### config.mk
export PLATFORM = sky130hd
export DESIGN_NAME = wb_stage
export DESIGN_NICKNAME = d
export VERILOG_FILES = /design/src/rtl/wb_stage.sv
export SDC_FILE = /design/constraint.sdc
export NUM_CORES = 1
export LEC_CHECK = 0
export CAP_MARGIN = 20
export CELL_PAD_IN_SITES_DETAIL_PLACEMENT = 0
export CELL_PAD_IN_SITES_GLOBAL_PLACEMENT = 1
export CORE_MARGIN = 3
export CORE_UTILIZATION = 32
export DETAILED_ROUTE_END_ITERATION = 10
export GPL_ROUTABILITY_DRIVEN = 0
export HOLD_SLACK_MARGIN = 0.02
export PLACE_DENSITY = 0.8
export SLEW_MARGIN = 20
export SYNTH_ARGS = -nofsm -noshare
export SYNTH_HDL_FRONTEND = slang
export SYNTH_SLANG_ARGS = --single-unit
### constraint.sdc
create_clock -name clk -period 3.1 [get_ports clk]
set_clock_uncertainty 0.1 [all_clocks]
set_input_delay 0.62 -clock clk [delete_from_list [all_inputs] [get_ports clk]]
set_output_delay 0.62 -clock clk [all_outputs]
set_load 0.05 [all_outputs]
### src/rtl/wb_stage.sv
// MEM/WB pipeline register with load extraction, misalign detection,
// register-file write port, same-cycle ID bypass and a retired-instruction counter.
module wb_stage #(
  parameter int DW    = 32,
  parameter int CNT_W = 32
) (
  input  logic             clk,
  input  logic             rst,
  input  logic             stall,
  input  logic             flush,
  input  logic             mem_valid,
  input  logic             mem_we,
  input  logic [4:0]       mem_wa,
  input  logic [DW-1:0]    mem_alu_res,
  input  logic             mem_is_load,
  input  logic [2:0]       mem_ld_type,
  input  logic [DW-1:0]    mem_ld_word,
  input  logic [4:0]       id_ra1,
  input  logic [4:0]       id_ra2,
  output logic             we,
  output logic [4:0]       wa,
  output logic [DW-1:0]    wd,
  output logic             wb_valid,
  output logic             byp1_hit,
  output logic             byp2_hit,
  output logic             ld_misalign,
  output logic [CNT_W-1:0] retired
);

  typedef enum logic [2:0] {
    LD_LB  = 3'b000,
    LD_LBU = 3'b001,
    LD_LH  = 3'b010,
    LD_LHU = 3'b011,
    LD_LW  = 3'b100
  } ld_type_e;

  logic             valid_q;
  logic             we_q;
  logic [4:0]       wa_q;
  logic [DW-1:0]    wd_q, wd_d;
  logic             mis_q, mis_d;
  logic [CNT_W-1:0] retired_q;

  logic [1:0]  addr_lo;
  logic [7:0]  ld_byte;
  logic [15:0] ld_half;

  assign addr_lo = mem_alu_res[1:0];

  always_comb begin
    ld_byte = mem_ld_word[7:0];
    case (addr_lo)
      2'd0: ld_byte = mem_ld_word[7:0];
      2'd1: ld_byte = mem_ld_word[15:8];
      2'd2: ld_byte = mem_ld_word[23:16];
      2'd3: ld_byte = mem_ld_word[31:24];
      default: ld_byte = mem_ld_word[7:0];
    endcase
    ld_half = addr_lo[1] ? mem_ld_word[31:16] : mem_ld_word[15:0];
  end

  // Extraction happens before the register so wd is driven straight from a flop.
  always_comb begin
    wd_d  = mem_alu_res;
    mis_d = 1'b0;
    if (mem_is_load) begin
      case (ld_type_e'(mem_ld_type))
        LD_LB:  wd_d = {{(DW-8){ld_byte[7]}}, ld_byte};
        LD_LBU: wd_d = {{(DW-8){1'b0}}, ld_byte};
        LD_LH: begin
          wd_d  = {{(DW-16){ld_half[15]}}, ld_half};
          mis_d = addr_lo[0];
        end
        LD_LHU: begin
          wd_d  = {{(DW-16){1'b0}}, ld_half};
          mis_d = addr_lo[0];
        end
        LD_LW: begin
          wd_d  = mem_ld_word;
          mis_d = |addr_lo;
        end
        default: begin
          wd_d  = mem_ld_word;
          mis_d = 1'b1;
        end
      endcase
    end
  end

  always_ff @(posedge clk or posedge rst) begin
    if (rst) begin
      valid_q   <= 1'b0;
      we_q      <= 1'b0;
      wa_q      <= '0;
      wd_q      <= '0;
      mis_q     <= 1'b0;
      retired_q <= '0;
    end else begin
      if (flush) begin
        valid_q <= 1'b0;
        mis_q   <= 1'b0;
      end else if (!stall) begin
        valid_q <= mem_valid;
        we_q    <= mem_we;
        wa_q    <= mem_wa;
        wd_q    <= wd_d;
        mis_q   <= mis_d;
      end
      // The slot retires as it leaves WB, so a stalled edge never counts.
      if (!stall && valid_q && !mis_q)
        retired_q <= retired_q + CNT_W'(1);
    end
  end

  assign wb_valid    = valid_q;
  assign ld_misalign = valid_q & mis_q;
  assign we          = valid_q & we_q & (|wa_q) & ~mis_q;
  assign wa          = wa_q;
  assign wd          = wd_q;
  assign byp1_hit    = we & (id_ra1 == wa_q);
  assign byp2_hit    = we & (id_ra2 == wa_q);
  assign retired     = retired_q;

endmodule
After elaboration in Yosys (flattened, before gate mapping)

Cells that the tools add are included.

Add/sub/neg operators: 1
$mul: 0
Divide/modulo/power cells: 0
Order comparisons: 0
Eq/ne operators: 10
Shift-type cells: 0
Muxes and demuxes: 10
Bitwise gates (word level): 9
Reduce and logical (&&, ||, !) cells: 11

Operators by type and width:

| kind                  | number |
|---|---|
| $pmux 32 s4           | 1 |
| $add 32x1->32 const B | 1 |
| $mux 32               | 1 |
| $pmux 8 s4            | 1 |
| $mux 16               | 1 |
| $eq 5x5->1            | 2 |
| $and 1x1->1           | 6 |
| $eq 3x2->1 const B    | 2 |
| $reduce_or 2->1       | 3 |
| $mux 1                | 5 |
| $reduce_or 5->1       | 1 |
| $eq 2x2->1 const B    | 2 |
| $eq 3x1->1 const B    | 1 |
| $eq 3x3->1 const B    | 1 |
| $logic_not 3->1       | 1 |
| $not 1->1             | 3 |
| $pmux 1 s3            | 1 |
| $eq 2x1->1 const B    | 1 |
| $logic_and 1x1->1     | 2 |
| $logic_not 1->1       | 2 |
| $logic_not 2->1       | 1 |
| $ne 2x1->1 const B    | 1 |
| $reduce_and 2->1      | 1 |

Register bits after elaboration: 72
Bits in latches: 0
Bits in writable memories: 0
Bits in read-only memories: 0
Input bits: 89
Output and inout port bits: 74
Memories: 0

Longest topological paths before layout

Depth after elaboration: 6
Mapped depth: 6
Depth with buffers taken out: 5

Worst setup path before layout

No wires, ideal clock.

Path type: register -> output
Start point: reg wa_q[1] (netlist: wa[1])
End point: out byp1_hit
Arrival: 2.595 ns
Setup slack: -0.215 ns
Cell stages (with the launch flop): 4
Buffers on the path: 0
Cells stage by stage: dfrtp_1 -> or4_1 -> o2111ai_1 -> nor4_1

Cells in the longest elaborated chain, start to end: 4
Elaborated cells on any way between the ends: 5
Those cells by class: eq/ne: 1; bitwise: 3; reduce/logical: 1

Ends and longest elaborated chain:

| what                      | RTL line | text |
|---|---|---|
| start, declared           | 40       | `logic [4:0] wa_q;` |
| start signal, assigned    | 106      | `wa_q <= mem_wa;` |
| $reduce_or 5->1           | 118      | `assign we = valid_q & we_q & (\|wa_q) & ~mis_q;` |
| $and 1x1->1 (2 in series) | 118      |  |
| $and 1x1->1 *             | 121      | `assign byp1_hit = we & (id_ra1 == wa_q);` |
| end, declared             | 24       | `output logic byp1_hit,` |

Every way passes the cells marked *; elsewhere a longest branch is shown, timed or not.

Worst setup path in the final report

Start point: reg wa_q[1] (netlist: wa[1])
End point: out we

Cells in the longest elaborated chain, start to end: 3

Ends and longest elaborated chain:

| what                      | RTL line | text |
|---|---|---|
| $reduce_or 5->1           | 118      |  |
| $and 1x1->1 (2 in series) | 118      |  |
| end, declared             | 20       | `output logic we,` |

No other way between the ends.

==> flow_metrics.env <==
export IMPL_slew_violations=0
export IMPL_row_count=39
export IMPL_ys_seq_area_share_pct=45.89
export IMPL_cts_buffers=9
export IMPL_wl_um=12620
export IMPL_synth_top_area_share_pct=45.89
export IMPL_cts_setup_buffers=0
export IMPL_period_needed_ns=2.831
export IMPL_final_hold_viol_count=0
export IMPL_yosysUniqueCellTypes=41
export IMPL_post_route_period_util_pct=91.33
export IMPL_cts_root_buf="clkbuf_16"
export IMPL_yosysMostFrequentCell="dfrtp_1"
export IMPL_ant_nets=0
export IMPL_startpoint_type="flip-flop"
export IMPL_drtIter0Drc=250
export IMPL_ys_seq_elements=72
export IMPL_netlist_instances=417
export IMPL_cp_required_ns=2.38
export IMPL_viasPerCell=5.055
export IMPL_path_class="reg -> out"
export IMPL_coreArea_mm2=0.01171
export IMPL_clock_sinks=72
export IMPL_ctsResizeCount=1
export IMPL_synth_top_flop_cell="dfrtp_1"
export IMPL_grt_usage_pct=18.46
export IMPL_slew_limit_headroom_pct=52.52
export IMPL_fin_nets=670
export IMPL_clk_latency_ns=0.32
export IMPL_syn_to_final_growth_pct=54.43
export IMPL_htree_levels=3
export IMPL_synth_edff_count=0
export IMPL_hp_class="reg -> reg"
export IMPL_cp_end_kind="primary output"
export IMPL_drc_errors=0
export IMPL_async_flop_share_pct=100.0
export IMPL_netlist_area_mm2=0.003926
export IMPL_tightest_slew_ns=0.7122
export IMPL_ir_worst_vdd_mv=0.4537
export IMPL_clock_path_buffers=2
export IMPL_rsz0062_at_grt="false"
export IMPL_outcome="finished clean"
export IMPL_synth_yosys_warnings=0
export IMPL_synth_area_top_cells="dfrtp_1, xor2_1, mux2i_1"
export IMPL_maxCapViolations=0
export IMPL_routedWlPerCell_um=17.34
export IMPL_avgSynthCellArea_um2=9.416
export IMPL_die_w_um=116.8
export IMPL_drive_above_1_share_pct=7.350
export IMPL_io_pins=163
export IMPL_dieHeight_um=116.8
export IMPL_diodes=0
export IMPL_dieArea_mm2=0.01364
export IMPL_power_w=0.003196
export IMPL_vias=3680
export IMPL_portBuffers=162
export IMPL_crit_arrival_ns=2.11
export IMPL_grt_pass1_vias=3772
export IMPL_grt_first_pass_wirelength_um=19820
export IMPL_fmax_mhz=353.2
export IMPL_grt_overflow_total=0
export IMPL_p_leak_nw=2.579
export IMPL_synth_area_leader_cell="dfrtp_1"
export IMPL_numPlacedInstances=712
export IMPL_hold_buffers=0
export IMPL_fin_util_pct=51.77
export IMPL_setup_viol=0
export IMPL_power_density_mw_per_mm2=527.1
export IMPL_initial_core_util_pct=33.53
export IMPL_place_hpwl_um=9517
export IMPL_instances_no_fill=728
export IMPL_first_pass_iters=4
export IMPL_synth_commonest_cells="dfrtp_1, nand2_1, a21oi_1"
export IMPL_clk_pin_slew_ns=0.06
export IMPL_crit_path_max_fanout=5
export IMPL_grt_max_degree=40
export IMPL_tritoncts="built"
export IMPL_syn_nets=507
export IMPL_antenna_found_initial=0
worst max-delay path: stages, from the launching register on:
cell	delay, ns
dfrtp_1	0.43
or4_1	0.54
o2111ai_1	0.34
inv_1	0.06
dlygate4sd2_1	0.42
metrics by stage:
step           TNS (ns)  worst slack (ns)  hold slack (ns)  area, µm²
2_1_floorplan   -0.4298           -0.2149           0.3458       3926
3_3_place_gp          0            0.3851           0.3621       5766
3_5_place_dp          0            0.3280           0.3678       5766
4_1_cts               0            0.2596           0.3776       6063
5_1_grt               0            0.1402           0.3815       6063
6_report              0            0.2688           0.3796       6063
final timing paths:
path / slack [ns] / depth (start not counted) / from / endpoint
hold / removal: 0.38 / 1 / retired[31] / retired[31]
max in group asynchronous: 1.62 / 3 / rst / wd[18]
setup / recovery: 0.27 / 4 / wa[1] / we
min in group asynchronous: 0.64 / 2 / rst / retired[24]
setup reg to reg: 1.05 / 4 / retired[15] / retired[27]
hold reg to reg: 0.38 / 1 / retired[31] / retired[31]
placed cells by master (no fill, tap or decap), types with 3 or more instances in the layout:
cell / Yosys / layout
a21oi_1: 29 / 29
a31oi_1: 6 / 6
and3_1: 3 / 3
and4_1: 4 / 4
buf_12: 0 / 3
buf_4: 0 / 15
clkbuf_16: 0 / 9
clkdlybuf4s50_1: 0 / 159
dfrtp_1: 72 / 72
inv_1: 10 / 9
mux2i_1: 17 / 17
nand2_1: 44 / 44
nand2b_1: 7 / 7
nand3_1: 9 / 9
nand4_1: 8 / 8
nor2_1: 23 / 22
nor2b_1: 24 / 24
nor3_1: 12 / 12
nor3b_1: 10 / 10
nor4_1: 4 / 4
o21ai_0: 18 / 18
o221ai_1: 6 / 6
o31ai_1: 8 / 8
or3_1: 18 / 18
xnor2_1: 18 / 18
xor2_1: 23 / 23
final cells by class:
type | count | area [µm²]
Timing Repair Buffer | 178 | 1773
Sequential cell | 72 | 1802
Clock inverter | 5 | 56.30
Inverter | 10 | 37.54
Fill cell | 1094 | 5648
Multi-Input combinational cell | 309 | 1973
Tap cell | 143 | 178.9
Clock buffer | 11 | 242.7
per-layer routing:
layer / track usage, % / part of all wire, % / routed length, µm
met5: 0 / 0 / 0
met1: 25.97 / 46 / 5754
met2: 28.74 / 46 / 5766
met4: 6.498 / 2.6 / 334
met3: 3.239 / 6.1 / 766
cell families after synthesis:
logic type                 Yosys count  share of synthesized area [%]
and+or+nand+nor                    173                          23.61
xor gates and xnor gates            41                          9.146
buffers and inverters               36                          3.920
AOI/OAI and AO/OA                   75                          11.92
muxes                               19                          5.194
DFF                                 72                          45.89
adders and majority gates            1                         0.3186
registers in the layout, summed over array words and instances (netlist names):
| signal | cells |
|---|---|
| retired | 32 |
| wd | 32 |
| wa | 5 |
| mis_q | 1 |
| wb_valid | 1 |
| we_q | 1 |
power by group:
group | switching [W] | internal (W)
clock | 0.000394 | 0.000644
combinational | 0.000618 | 0.000401
sequential | 0.0000931 | 0.00105
Power figures use the tool's default switching activity.
==> patch 1, RTL diff (same settings) <==
`CNT_W`: 32 -> 16.
--- a/src/rtl/wb_stage.sv
+++ b/src/rtl/wb_stage.sv
@@ -2,7 +2,7 @@
 // register-file write port, same-cycle ID bypass and a retired-instruction counter.
 module wb_stage #(
   parameter int DW    = 32,
-  parameter int CNT_W = 32
+  parameter int CNT_W = 16
 ) (
   input  logic             clk,
   input  logic             rst,
Interface: changed (resized retired); port bits go from 163 to 147. No check against the original RTL was run, so the function may have changed too.
==> patch 1 against the unedited design <==
- synthesized area down 21%
- hold slack lost 0.0016 ns
- wire length down 18%
- final area down 20%
- sequential cell count fell by 16
- power fell by 27%
- cell count shrank 14%
- setup slack gained 0.014 ns
- first-iteration DRC count decreased by 33%
- synthesized cell count shrank 16%
- largest cell class is now buffers
- largest power group is now combinational cells
==> patch 1: results (changes against the unedited design) <==
Run status
  – Status: finished, final reports clean (unchanged)

Power
  – Clock net power: 420 µW (was 1040 µW)
  – Sw Pwr: 929 µW (was 1110 µW)
  – Lkg Pwr: 0.00200 µW (was 0.00258 µW)

Finish
  – Share of post-route cells with drive strength above 1: 6.05% (was 7.35%)
  – Multi-input gates: 259 (was 309)
  – Clock network area share: 1.93% (was 4.93%)
  – Seq area share: 28.8% (was 29.7%)
  – # clk buffers: 7 (was 11)
  – Footprint of the multi-input gates: 0.00157 mm² (was 0.00197 mm²)
  – Data buffer area share: 32.6% (was 29.2%)
  – Inverters, non-clock: 15 (was 10)
  – Total Nets Final: 585 (was 670)
  – Non-Filler Instances: 625 (was 728)

Routing
  – Post-DR vias/cell: 4.95 (was 5.05)
  – Met1 WL: 4780 µm (was 5750 µm)
  – Routed WL: 10,400 µm (was 12,600 µm)
  – Initial DRC count: 168 (was 250)
  – Routed met2 length: 4950 µm (was 5770 µm)
  – Wire length on met3: 573 µm (was 766 µm)

Global routing
  – Met3 layer usage reported by global route: 3.03% (was 3.24%)
  – Largest net degree at the start of global routing: 38 (was 40)
  – Aggregate global-route resource usage: 18.8% (was 18.5%)
  – Vias in the first global route: 3,116 (was 3,772)
  – M1 GR Usage: 26.9% (was 26.0%)
  – First-pass GRT wire length: 16,700 µm (was 19,800 µm)
  – Met2 Use GR: 30.4% (was 28.7%)

Placed design
  – Detailed Place HPWL: 8020 µm (was 9520 µm)
  – Placed Cells: 617 (was 712)
  – Port Buf Inserts: 146 (was 162)
  – Placement Setup Slack: 0.301 ns (was 0.328 ns)

Logic synthesis
  – Mux contribution to synthesized area: 4.63% (was 5.19%)
  – Avg Inst Size Synth: 8.86 µm² (was 9.42 µm²)
  – Register area share after synthesis: 45.1% (was 45.9%)
  – Synth Area in XOR/XNOR: 7.04% (was 9.15%)
  – Post-synth top cells: 56 x dfrtp_1, 42 x nand2_1, 39 x a21oi_1, 27 x o21ai_0, 22 x nor2_1 (was 72 x dfrtp_1, 44 x nand2_1, 29 x a21oi_1, 24 x nor2b_1)
  – Main area contributors after synthesis: dfrtp_1 45%, a21oi_1 6.3%, nand2_1 5.1% (was dfrtp_1 46%, xor2_1 5.1%, mux2i_1 4.3%)
  – Seq cells post-synth: 56 (was 72)
  – Yosys cell types: 38 (was 41)

Setup path
  – RR Startpoint: wb_valid$_DFFE_PP0P_ (was retired[15]$_DFFE_PP0P_)
  – Critical Path Source: wa[0]$_DFFE_PP0P_ (was wa[1]$_DFFE_PP0P_)

Clock tree
  – CTS Buf Count: 5 (was 9)
  – # H-tree levels: 2 (was 3)
  – Worst-path clk slew: 0.10 ns (was 0.06 ns)

STA
  – Max-Slew Margin vs Limit: 59.7% (was 52.5%)

Worst hold path
  – Hold wc startpoint: retired[15]$_DFFE_PP0P_ (was retired[31]$_DFFE_PP0P_)
[patch 1: through the flow]
| stage | instance area (µm²) | total power, µW | TNS, ns | util [%] |
|---|---|---|---|---|
| 2_1_floorplan | 3110 | 1510 | -0.433 | - |
| 3_3_place_gp | 4770 | 1930 | 0 | 51.1 |
| 3_5_place_dp | 4770 | 1940 | 0 | 51.1 |
| 4_1_cts | 4860 | 2360 | 0 | 52.1 |
| 5_1_grt | 4860 | 2460 | 0 | 52.1 |
| 6_report | 4860 | 2340 | 0 | 52.1 |
[patch 1: worst paths after layout]
check                                          end  slack [ns]  depth (start not counted)
max in group asynchronous       wd[13]$_DFFE_PP0P_        1.73                          3
max reg2reg                retired[12]$_DFFE_PP0P_        1.48                          5
min reg2reg                retired[15]$_DFFE_PP0P_        0.38                          1
min in group asynchronous   retired[3]$_DFFE_PP0P_        0.59                          2
min                        retired[15]$_DFFE_PP0P_        0.38                          1
max                                             we        0.28                          4
==> patch 2, RTL diff (same flow settings) <==
Made on the original files. Make the reset (`rst`) synchronous in one clocked block.
--- a/src/rtl/wb_stage.sv
+++ b/src/rtl/wb_stage.sv
@@ -88,7 +88,7 @@
     end
   end
 
-  always_ff @(posedge clk or posedge rst) begin
+  always_ff @(posedge clk) begin
     if (rst) begin
       valid_q   <= 1'b0;
       we_q      <= 1'b0;
Formal check against the unedited RTL: differs if rst is asserted again (counterexample within 4 cycles, from zero or initial values and one cycle with rst high); with rst held inactive, the same outputs for 10 cycles.
==> patch 2 against the unedited design <==
- final area down 3.9%
- via count rose by 5.9%
- non-clock buffer count shrank 4
- cell count increased by 5.9%
- synthesized area down 5.3%
- wire length fell by 1.7%
- sequential cell count stayed put
- hold slack worse by 0.032 ns
- sequential share of layout area is 5.0 points lower
- setup slack better by 0.085 ns
- critical endpoint is now byp1_hit
Power is not compared: it rests on default switching activity, and its combinational part moved more than twofold at a synthesized area within 25%.
==> patch 2: results (changes against the unedited design) <==
Worst hold path
  – Endpoint, Worst Hold: wd[28]$_SDFFE_PP0P_ (was retired[31]$_DFFE_PP0P_)
  – Hold wc startpoint: wd[28]$_SDFFE_PP0P_ (was retired[31]$_DFFE_PP0P_)

Routing
  – Initial DRC count: 322 (was 250)
  – Routed met2 length: 5780 µm (was 5770 µm)
  – Post-DR vias/cell: 5.05 (about the same)

Clock tree
  – Resize count post-CTS: 0 (was 1)

Setup path
  – Crit path DAT: 2.03 ns (was 2.11 ns)
  – Slowest cell on crit path: nor4_1 (was or4_1)
  – CP max FO: 1 (was 5)
  – Crit-path leading delay family: buffers and inverters (was simple AND/OR/NAND/NOR gates)
  – Reg-to-Reg End: retired[29]$_SDFFE_PP0P_ (was retired[27]$_DFFE_PP0P_)

Global routing
  – M1 GR Usage: 25.9% (was 26.0%)
  – Vias in the first global route: 3,782 (was 3,772)
  – Met2 Use GR: 30.5% (was 28.7%)
  – Met3 layer usage reported by global route: 3.71% (was 3.24%)

Logic synthesis
  – Avg Inst Size Synth: 7.88 µm² (was 9.42 µm²)
  – Yosys cell types: 50 (was 41)
  – Asr flop ratio synth: 0% (was 100%)
  – Net Count, Synth: 562 (was 507)

Run status
  – Status: finished, final reports clean (unchanged)

STA
  – Max-Slew Margin vs Limit: 60.8% (was 52.5%)
  – Fin Hold WS: 0.348 ns (was 0.380 ns)

Placed design
  – Dpl cell area: 0.00549 mm² (was 0.00577 mm²)

Finish
  – Non-Filler Instances: 771 (was 728)
  – Total Nets Final: 717 (was 670)
## patch 2: how the worst max path moves through the flow
stage / to / slack (ns)
global route: byp1_hit / 0.30
global placement: byp2_hit / 0.38
floorplan: byp1_hit / -0.19
detailed placement: retired[29]$_SDFFE_PP0P_ / 0.36
finish: byp1_hit / 0.35
CTS: we / 0.05
## patch 2: final cells by class
| cell class | count | area [µm²] | area share, % |
|---|---|---|---|
| timing repair buffer | 174 | 1730 | 29.8 |
| multi-input combinational | 356 | 2090 | 35.9 |
| inverter | 14 | 52.6 | 0.902 |
| tap | 140 | 175 | 3.01 |
| clock inverter | 6 | 109 | 1.87 |
| clock buffer | 9 | 225 | 3.86 |
| sequential | 72 | 1440 | 24.7 |
## patch 2: logic make-up after synthesis
logic type | share of synthesized area (%)
buf+inv | 5.05
simple gates | 22.2
flops | 38.7
xor+xnor | 9.65
compound gates | 22.1
mux | 1.88
fa+ha+maj | 0.336
